==> src/rtl/icache_refill_arb.sv <==
// icache_refill_arb: round-robin arbiter that hands a single downstream refill
// port to one of NUM_REQ instruction-cache requesters, then routes BEAT_NUM
// response beats back to the owning requester.
// Optional watchdog: define ICACHE_REFILL_ARB_TIMEOUT_EN to abort a refill that
// stalls for TIMEOUT cycles without an accepted beat.
module icache_refill_arb #(
  parameter int unsigned NUM_REQ    = 4,
  parameter int unsigned ADDR_WIDTH = 32,
  parameter int unsigned DATA_WIDTH = 64,
  parameter int unsigned BEAT_NUM   = 4,
  parameter int unsigned TIMEOUT    = 256
) (
  input  logic                          clk,
  input  logic                          rst_n,
  input  logic [NUM_REQ-1:0]            req_vld,
  input  logic [NUM_REQ*ADDR_WIDTH-1:0] req_addr,
  output logic [NUM_REQ-1:0]            req_rdy,
  output logic                          mem_req_vld,
  output logic [ADDR_WIDTH-1:0]         mem_req_addr,
  input  logic                          mem_req_rdy,
  input  logic                          mem_rsp_vld,
  input  logic [DATA_WIDTH-1:0]         mem_rsp_data,
  output logic [NUM_REQ-1:0]            rsp_vld,
  output logic [DATA_WIDTH-1:0]         rsp_data,
  output logic                          rsp_last,
  output logic                          busy,
  output logic                          timeout_err
);

  localparam int unsigned CNT_W = (BEAT_NUM > 1) ? $clog2(BEAT_NUM) : 1;
  localparam logic [CNT_W-1:0] LAST_BEAT = CNT_W'(BEAT_NUM - 1);

  // Elaboration-time parameter sanity checks
  if (NUM_REQ < 2) begin : g_chk_num_req
    $error("icache_refill_arb: NUM_REQ must be at least 2");
  end
  if (BEAT_NUM < 1) begin : g_chk_beat_num
    $error("icache_refill_arb: BEAT_NUM must be at least 1");
  end
  if (TIMEOUT < 2) begin : g_chk_timeout
    $error("icache_refill_arb: TIMEOUT must be at least 2");
  end

  typedef enum logic [1:0] {
    IDLE = 2'd0,
    REQ  = 2'd1,
    RSP  = 2'd2
  } state_t;

  state_t                  state_q;
  logic [NUM_REQ-1:0]      ptr_q;
  logic [NUM_REQ-1:0]      owner_q;
  logic [CNT_W-1:0]        cnt_q;
  logic                    arb_en_q;

  logic [NUM_REQ-1:0]      ptr_mask;
  logic [NUM_REQ-1:0]      masked_req;
  logic [NUM_REQ-1:0]      pick;
  logic [NUM_REQ-1:0]      grant;
  logic                    grant_vld;
  logic [ADDR_WIDTH-1:0]   sel_addr;
  logic                    beat_acc;
  logic                    last_beat;
  logic                    wd_hit;

  // Round-robin pick: lowest requester at/above the pointer, else lowest overall
  always_comb begin
    ptr_mask   = ~(ptr_q - NUM_REQ'(1));
    masked_req = req_vld & ptr_mask;
    pick       = (masked_req != '0) ? masked_req : req_vld;
    grant      = pick & (~pick + NUM_REQ'(1));
    grant_vld  = (state_q == IDLE) && arb_en_q && (req_vld != '0);
  end

  // Address mux for the one-hot grant
  always_comb begin
    sel_addr = '0;
    for (int unsigned i = 0; i < NUM_REQ; i++) begin
      if (grant[i]) sel_addr = req_addr[i*ADDR_WIDTH +: ADDR_WIDTH];
    end
  end

  // Beats only count while a refill owns the response channel
  always_comb begin
    beat_acc  = (state_q == RSP) && mem_rsp_vld;
    last_beat = beat_acc && (cnt_q == LAST_BEAT);
  end

  // Combinational handshake and response routing
  always_comb begin
    req_rdy  = grant_vld ? grant : '0;
    rsp_vld  = beat_acc ? owner_q : '0;
    rsp_data = mem_rsp_data;
    rsp_last = last_beat;
  end

`ifdef ICACHE_REFILL_ARB_TIMEOUT_EN
  localparam int unsigned WD_W = $clog2(TIMEOUT);

  logic [WD_W-1:0] wd_q;

  // Watchdog fires when an active refill reaches the limit without a beat
  always_comb begin
    wd_hit      = (state_q != IDLE) && !beat_acc && (wd_q == WD_W'(TIMEOUT - 1));
    timeout_err = wd_hit;
  end

  // Watchdog counter: idle-held at zero, reset by each accepted beat
  always_ff @(posedge clk or negedge rst_n) begin
    if (!rst_n) begin
      wd_q <= '0;
    end else if ((state_q == IDLE) || beat_acc || wd_hit) begin
      wd_q <= '0;
    end else begin
      wd_q <= wd_q + WD_W'(1);
    end
  end
`else
  // No watchdog in this build
  always_comb begin
    wd_hit      = 1'b0;
    timeout_err = 1'b0;
  end
`endif

  // Refill FSM with its registered outputs
  always_ff @(posedge clk or negedge rst_n) begin
    if (!rst_n) begin
      state_q      <= IDLE;
      ptr_q        <= NUM_REQ'(1);
      owner_q      <= '0;
      cnt_q        <= '0;
      arb_en_q     <= 1'b0;
      mem_req_vld  <= 1'b0;
      mem_req_addr <= '0;
      busy         <= 1'b0;
    end else begin
      arb_en_q <= 1'b1;
      case (state_q)
        IDLE: begin
          if (grant_vld) begin
            state_q      <= REQ;
            owner_q      <= grant;
            mem_req_addr <= sel_addr;
            ptr_q        <= {grant[NUM_REQ-2:0], grant[NUM_REQ-1]};
            mem_req_vld  <= 1'b1;
            busy         <= 1'b1;
          end
        end
        REQ: begin
          if (wd_hit) begin
            state_q     <= IDLE;
            mem_req_vld <= 1'b0;
            busy        <= 1'b0;
          end else if (mem_req_rdy) begin
            state_q     <= RSP;
            cnt_q       <= '0;
            mem_req_vld <= 1'b0;
          end
        end
        RSP: begin
          if (wd_hit) begin
            state_q <= IDLE;
            busy    <= 1'b0;
          end else if (beat_acc) begin
            cnt_q <= cnt_q + CNT_W'(1);
            if (last_beat) begin
              state_q <= IDLE;
              busy    <= 1'b0;
            end
          end
        end
        default: begin
          state_q     <= IDLE;
          mem_req_vld <= 1'b0;
          busy        <= 1'b0;
        end
      endcase
    end
  end

endmodule

==> config.mk <==
export PLATFORM = sky130hd
export DESIGN_NAME = icache_refill_arb
export DESIGN_NICKNAME = d
export VERILOG_FILES = /design/src/rtl/icache_refill_arb.sv
export SDC_FILE = /design/constraint.sdc
export NUM_CORES = 1
export LEC_CHECK = 0
export ABC_AREA = 1
export BUFFER_PORTS_ARGS = -buffer_cell sky130_fd_sc_hd__buf_2
export CELL_PAD_IN_SITES_DETAIL_PLACEMENT = 1
export CELL_PAD_IN_SITES_GLOBAL_PLACEMENT = 2
export CORE_UTILIZATION = 18
export DETAILED_ROUTE_END_ITERATION = 12
export PLACE_DENSITY = 0.8
export SYNTH_ARGS = -nofsm -noshare
export SYNTH_HDL_FRONTEND = slang
export SYNTH_SLANG_ARGS = --single-unit
==> constraint.sdc <==
create_clock -name clk -period 2.7 [get_ports clk]
set_input_delay 0.675 -clock clk [delete_from_list [all_inputs] [get_ports clk]]
set_output_delay 0.675 -clock clk [all_outputs]
set_load 0.05 [all_outputs]
# Word-level counts from Yosys, hierarchy flattened
# Cells that the tools add are included.
[totals]
latchBits = 0
mem_bits_rw = 0
ff_bits = 47
mem_count = 0
output_inout_bits = 108
romBits = 0
input_bits = 200
[op_classes]
n_mux = 21
mul = 0
reduce_logical = 13
n_shift = 0
n_div = 0
n_lt_le_gt_ge = 0
n_addsub = 3
n_bitwise = 6
n_eq_ne = 7
[ops]
columns = ["operator", "count"]
rows = [
  ["32-bit 2-to-1 mux", 4],
  ["2-bit 2-to-1 mux", 6],
  ["4-bit 2-to-1 mux", 3],
  ["4-bit bitwise AND", 2],
  ["2-bit inequality test (second input constant)", 4],
  ["4-bit inverter", 2],
  ["4-bit AND reduction", 2],
  ["4-bit nonzero test", 2],
  ["1-bit case mux with 3 select lines", 2],
  ["2-bit case mux with 3 select lines", 1],
  ["3-bit AND reduction", 2],
  ["4-bit by 1-bit adder with 4-bit output (second input constant)", 1],
  ["2-bit == test (second input constant)", 2],
  ["1-bit logical AND", 4],
  ["1-bit 2-to-1 mux", 4],
  ["2-bit case mux with 2 select lines", 1],
  ["4-bit by 1-bit subtractor with 4-bit output (second input constant)", 1],
  ["2-bit by 1-bit adder with 2-bit output (second input constant)", 1],
  ["2-bit by 1-bit == test with 1-bit output (second input constant)", 1],
  ["2-bit zero test", 1],
  ["1-bit inverter", 2],
  ["2-bit AND reduction", 1],
  ["2-bit nonzero test", 1],
]

# Depth between registers and ports, before layout
# Gate-level depths: netlist (run 1).
[depth]
depth_word = 12
ltp_mapped = 17
depth_no_buf = 16

# Least setup slack after synthesis (run 1)
# No wires, ideal clock.
[synth_path]
path_kind = "register to output"
startpoint = "register ptr_q[0]"
endpoint = "output port req_rdy[1]"
t_required_ps = 2025
arrival_ps = 2311
stages_incl_launch_ff = 13
path_buffers = 1
slack_ps = -286
path_cell_list = "dfstp_2 -> inv_1 -> ha_1 -> nand2_1 -> nand2_1 -> inv_1 -> nand2_1 -> inv_2 -> nand3_1 -> nand2_2 -> buf_2 -> nand2_1 -> nor2_1"
[synth_via]
elab_chain_cells = 9
[synth_rtl]
columns = ["element", "line_no", "source"]
rows = [
  ["start, declared", "51", "logic [NUM_REQ-1:0] ptr_q;"],
  ["start signal, assigned", "145", "ptr_q <= {grant[NUM_REQ-2:0], grant[NUM_REQ-1]};"],
  ["4-bit by 1-bit subtractor with 4-bit output *", "68", "ptr_mask = ~(ptr_q - NUM_REQ'(1));"],
  ["4-bit inverter *", "68", ""],
  ["4-bit bitwise AND *", "69", "masked_req = req_vld & ptr_mask;"],
  ["4-bit nonzero test", "70", "pick = (masked_req != '0) ? masked_req : req_vld;"],
  ["4-bit 2-to-1 mux *", "70", ""],
  ["4-bit inverter", "71", "grant = pick & (~pick + NUM_REQ'(1));"],
  ["4-bit by 1-bit adder with 4-bit output", "71", ""],
  ["4-bit bitwise AND *", "71", ""],
  ["4-bit 2-to-1 mux *", "91", "req_rdy = grant_vld ? grant : '0;"],
  ["end, declared", "17", "output logic [NUM_REQ-1:0] req_rdy,"],
]
# Mark *: on every way between the ends. The rest lies on a longest branch, timed or not.

# Worst setup path after layout (run 1)
[layout_path]
startpoint = "register ptr_q[0]"
endpoint = "output port req_rdy[2]"
# Same word-level chain as after synthesis.

==> results.toml, run 1 <==
[status]
status = "complete, but fails checks"
violations = "setup timing"

[synth]
ys_ff_latch = 44
syn_area_sq_um = 3840
synthFlopType = "dfrtp_1"
synth_warnings = 0
synth.most_common_cell = "nand2_1"
synth.top_cell.area_share = 0.280
syn-num-nets = 839
synth.area.top_cells = "dfrtp_1 (28%), nand2_1 (18%), buf_4 (13%)"
seq_area_frac_synth = 0.287
synth_edf_count = 0
yosysTopAreaCell = "dfrtp_1"
netlist_instances = 637
synthTopCellsByCount = "nand2_1 (187), inv_1 (110), nor2_1 (91)"
ys_types = 21
async_reset_ff_frac = 1.00
synth_area_per_cell_sq_um = 6.02

[grt]
antenna_found_initial = 1
grtUsageTotal = 0.117
grt_pass1_vias = 3845
grt_overflow = 0
grt_pass1_wl_um = 19900
grt_max_degree = 70

[floorplanning]
die_y_um = 148
start_util = 0.183
die_w_um = 148
io_pins = 308
row_count = 53
die_area_sq_um = 21900
core_area_sq_um = 21000

[clock_tree]
clock_path_buffers = 2
cts-htree-levels = 2
postCtsHoldBufs = 0
cts_tree = "yes"
clock-sinks = 44
cts_buffers = 5
clk_pin_slew_worst_paths_ps = 70
insertion_delay_ps = 300
root_buffer = "clkbuf_16"

[sta]
tightest_slew_ps = 781
setup_tns_ps = -34.0
setup_viol = 2
skew_ps = 4.77
maxSlewViolCount = 0
period_needed_ps = 2720
max_freq_mhz = 368
rsz0062_at_grt = "yes"
layout_setup_ws_ps = -17.8
relSlewSlack = 0.479
hold_viol = 0
period_share = 1.01

[routing]
wl_per_cell_um = 12.8
drc = 0
vias = 3973
ant_nets = 0
drt_iter0_drc = 100
drt_pass1_iterations = 4
drt-total-wl_um = 13100
via_per_inst = 3.86

[finish]
final-seq-area_sq_um = 1100
num-nets-final = 954
antenna_cells = 0
fill_cells = 2728
multiInputGateArea_sq_um = 1800
area_growth_pct = 27.4
final_layout_size_suffix_gt1_frac = 0.339
final_cells = 1028

[placed_design]
dp_cells = 1013
port_buffers = 178
globalplace.congestion = 0.789
hpwl_um = 9790

[flow_run]
cap_violations = 0

[pwr]
cellLeakagePower_nw = 2.93
vdd_ir_drop_max_uv = 354
power_per_cell_area_nw_per_um2 = 1090
power_mw = 5.33

[worst_setup_path]
required_ps = 2030
crit_path_max_fanout = 5
worstSetupPathType = "flop to output pin"
regToRegSetupSlack_ps = 380
r2r-start = "ptr_q[0]$_DFFE_PN1P_"
arrival_ps = 2040
crit_path_end_kind = "output pin"
rr_worst_depth = 15
start_kind = "flop"
worstReg2RegEnd = "mem_req_addr[24]$_DFFE_PN0P_"

[min_path]
hold_class = "primary input to asynchronous set/reset pin"
==> cell families after synthesis <==
kind of cell	after synthesis	synth area share
AND/OR/NAND/NOR	376	0.416
buffers and inverters	203	0.274
flip-flops	44	0.287
AO/OA/AOI/OAI	10	0.0150
adder cells (fa/ha/maj)	2	0.00652
other	2	0.00196
==> area by class of cell <==
cell class | instances | share of cell area
clock buffer | 7 | 0.0271
clock inverter | 1 | 0.00102
inverter | 113 | 0.0885
multi-input combinational | 390 | 0.368
sequential | 44 | 0.225
tap | 275 | 0.0704
timing repair buffer | 198 | 0.220
==> worst max path at each step <==
stage / startpoint / to / slack, ps / depth (start not counted)
after global placement: ptr_q[0]$_DFFE_PN1P_ / req_rdy[2] / 110 / 13
after global routing: ptr_q[0]$_DFFE_PN1P_ / req_rdy[3] / -110 / 13
after floorplan: ptr_q[0]$_DFFE_PN1P_ / req_rdy[1] / -60 / 12
final: ptr_q[0]$_DFFE_PN1P_ / req_rdy[2] / -20 / 13
after detailed placement: ptr_q[0]$_DFFE_PN1P_ / req_rdy[2] / 100 / 13
after CTS: ptr_q[0]$_DFFE_PN1P_ / req_rdy[2] / -60 / 13
==> cells in the final DEF (no fill, tap or decap), drive strengths merged <==
cell / n
clkinv: 1
a21oi: 1
ha: 2
nand2: 189
clkinvlp: 1
buf: 198
dfrtp: 43
o21ai: 6
nor2: 113
clkbuf: 7
inv: 112
nand3: 74
o21bai: 3
dfstp: 1
conb: 2
==> where the power goes <==
part           switching [mW]  internal, mW  total, mW
Clock                   0.278         0.343      0.621
Sequential              0.141         0.947       1.09
Combinational            2.60          1.03       3.62
Total                    3.02          2.32       5.33
==> worst max-delay path, cell delays in order, from the launching register on <==
cell and delay [ps]:
dfstp_2 550, inv_4 40, ha_4 260, nand2_4 40, nand2_2 60, inv_2 40
nand2_2 70, inv_4 60, nand3_4 60, nand2_4 80, nor2_8 160, nand2_4 70
nor2_4 80, buf_6 160
==> routing by layer <==
metal	wire [um]	GRT usage	share of wire
met5	13	0	0.00099
met4	249	0.0438	0.019
met3	699	0.0275	0.053
met2	6620	0.210	0.50
met1	5570	0.134	0.42
==> registers in the layout, summed over array words and instances, names as in the netlist <==
signal	count
arb_en_q	1
busy	1
cnt_q	2
mem_req_addr	32
mem_req_vld	1
owner_q	2
ptr_q	3
state_q	2
==> metrics by stage <==
step / utilization / cell area, sq um / hold WS (ps) / setup WS [ps]
floorplan: - / 3850 / 379 / -61.0
global placement: 0.218 / 4560 / 452 / 111
detailed placement: 0.218 / 4560 / 458 / 99.0
CTS: 0.229 / 4800 / 476 / -64.5
global route: 0.233 / 4890 / 507 / -106
finish: 0.233 / 4890 / 453 / -17.8
==> timing repair <==
| item | in CTS | in global routing |
|---|---|---|
| resized for setup | 22 | 15 |
| endpoints found under the setup margin | 4 | 4 |
| buffers inserted | 3 | 4 |
| pin swaps | 7 | 8 |
Power figures use the tool's default switching activity.
==> run 2: changes to the inputs <==
--- a/config.mk
+++ b/config.mk
@@ -6,7 +6,7 @@
 export NUM_CORES = 1
 export LEC_CHECK = 0
 export ABC_AREA = 1
-export BUFFER_PORTS_ARGS = -buffer_cell sky130_fd_sc_hd__buf_2
+export BUFFER_PORTS_ARGS = -buffer_cell sky130_fd_sc_hd__buf_4
 export CELL_PAD_IN_SITES_DETAIL_PLACEMENT = 1
 export CELL_PAD_IN_SITES_GLOBAL_PLACEMENT = 2
 export CORE_UTILIZATION = 18
==> run 2 against run 1 <==
The run still ends with setup timing left. Critical path depth is the same. Power grew 5.2%. Final area grew 8.6%. Register-to-register slack got worse by 40 ps. First-iteration DRC count up 6.0%. Critical endpoint unchanged. Maximum frequency fell by 0.85%. Clock power up 16%. Count of clock-buffer cells in the layout shrank 2. Sequential power is essentially flat.
==> results.toml, run 2 (same netlist as run 1, synthesis figures left out) <==
[routing]
ant_nets = 0
drt_pass1_iterations = 4
via_per_inst = 3.87
wl_per_cell_um = 13.0
drc = 0
vias = 3978
drt-total-wl_um = 13300
drt_iter0_drc = 106

[grt]
antenna_found_initial = 0
grtUsageTotal = 0.120
busiest_layer = "met2"
grt_max_degree = 70
grt_overflow = 0
globalRouteMet3Util = 0.0290
grtUsageMet2 = 0.218
use_met1 = 0.136
grt_pass1_wl_um = 20400
grt_pass1_vias = 3961

[finish]
num-nets-final = 954
layout.cells.most_common = "buf_4"
largest_reg_flops = 32
antenna_cells = 0
post-route-util = 0.254
top_regs = "mem_req_addr (32), ptr_q (3)"
fill_cells = 2715
area_growth_pct = 38.4
layout_common_cells = "buf_4 (194), nand2_1 (183), inv_1 (108)"
final_layout_size_suffix_gt1_frac = 0.333
final-seq-area_sq_um = 1100
post-route-cell-area_sq_um = 5310
multiInputGateArea_sq_um = 1760
largest-register = "mem_req_addr"

[worst_setup_path]
arrival_ps = 2070
crit_path_max_fanout = 5
max_stage_delay_ps = 560
worstSetupPathType = "flop to output pin"
required_ps = 2030
path_cells = "inv_4 > ha_4 > nand2_2 > nand2_1 > inv_1 > nand2_1 > inv_2 > nand3_2 > nand2_4 > nor2_8 > nand2_4 > nor2_4 > buf_6"
path_buf_inv = 4
path_delay_family = "simple AND/OR/NAND/NOR gates"
crit_path_end_kind = "output pin"
start_kind = "flop"
cp_slowest_cell = "dfstp_2"

[floorplanning]
start_util = 0.183
die_y_um = 148
die_area_sq_um = 21900
core_area_sq_um = 21000
io_pins = 308
row_count = 53
die_w_um = 148

[clock_tree]
clock_path_buffers = 2
root_buffer = "clkbuf_16"
cts-htree-levels = 2
clock-sinks = 44
insertion_delay_ps = 300
cts_buffers = 5
cts_tree = "yes"
clk_pin_slew_worst_paths_ps = 70

[pwr]
vdd_ir_drop_max_uv = 412
cellLeakagePower_nw = 3.06
power_per_cell_area_nw_per_um2 = 1060
power_mw = 5.61

[sta]
tightest_slew_ps = 789
max_freq_mhz = 365
setup_viol = 3
rsz0062_at_grt = "yes"
hold_viol = 0
period_needed_ps = 2740
period_share = 1.02
maxSlewViolCount = 0
relSlewSlack = 0.474
skew_ps = 5.20
layout_setup_ws_ps = -41.2

[status]
status = "complete, but fails checks"
violations = "setup timing"

[placed_design]
place_area_sq_um = 4990
globalplace.congestion = 0.762
port_buffers = 178
hpwl_um = 9760

[flow_run]
cap_violations = 0

[min_path]
hold_class = "primary input to asynchronous set/reset pin"
-- run 2: cell count changes in the layout (fill, tap and decap cells not counted), sizes merged --
cell / previous run / this run
clkinvlp: 1 / 2
bufinv: 0 / 1
clkbuf: 7 / 5
-- run 2: repair_timing --
item	CTS	global route
setup buffers	4	5
hold buffers	0	0
pin swaps	8	8
setup endpoints to repair	4	4
gates resized for setup	18	4
-- run 2: area by class of cell --
cell class | count | area share
clock inverters | 3 | 0.00801
clock buffers | 5 | 0.0236
repair buffers | 198 | 0.283
inverters | 113 | 0.0810
well taps | 275 | 0.0648
flip-flops and latches | 44 | 0.207
multi-input cells | 390 | 0.332
-- run 2: path summary, 6_finish.rpt --
check	from	end	slack, ps	cells past startpoint
min	rst_n	ptr_q[2]$_DFFE_PN0P_	400	1
max in group asynchronous	rst_n	mem_req_addr[11]$_DFFE_PN0P_	1860	1
max	ptr_q[0]$_DFFE_PN1P_	req_rdy[2]	-40	13
max reg2reg	ptr_q[0]$_DFFE_PN1P_	mem_req_addr[1]$_DFFE_PN0P_	340	14
min in group clk	cnt_q[1]$_DFFE_PN0P_	cnt_q[1]$_DFFE_PN0P_	480	2
min reg2reg	cnt_q[1]$_DFFE_PN0P_	cnt_q[1]$_DFFE_PN0P_	480	2
-- run 2: where the power goes --
group	switching, mW	internal, mW
sequential	0.154	0.948
clock	0.283	0.435
combinational	2.57	1.22
total	3.01	2.61
-- run 2: per-stage QoR --
step	std cells	setup TNS [ps]	setup slack, ps	hold WS [ps]
after CTS	1023	-76.9	-61.7	428
final	1028	-96.2	-41.2	401
after floorplan	637	-61.0	-61.0	379
after global placement	1011	0	175	462
after detailed placement	1011	0	136	468
after global routing	1028	-606	-180	447
-- run 2: metal layers --
| metal | vias up | wire length (um) |
|---|---|---|
| met3 | 23 | 649 |
| li1 | 2026 | - |
| met5 | - | 0 |
| met2 | 116 | 6820 |
| met4 | 0 | 243 |
| met1 | 1813 | 5610 |
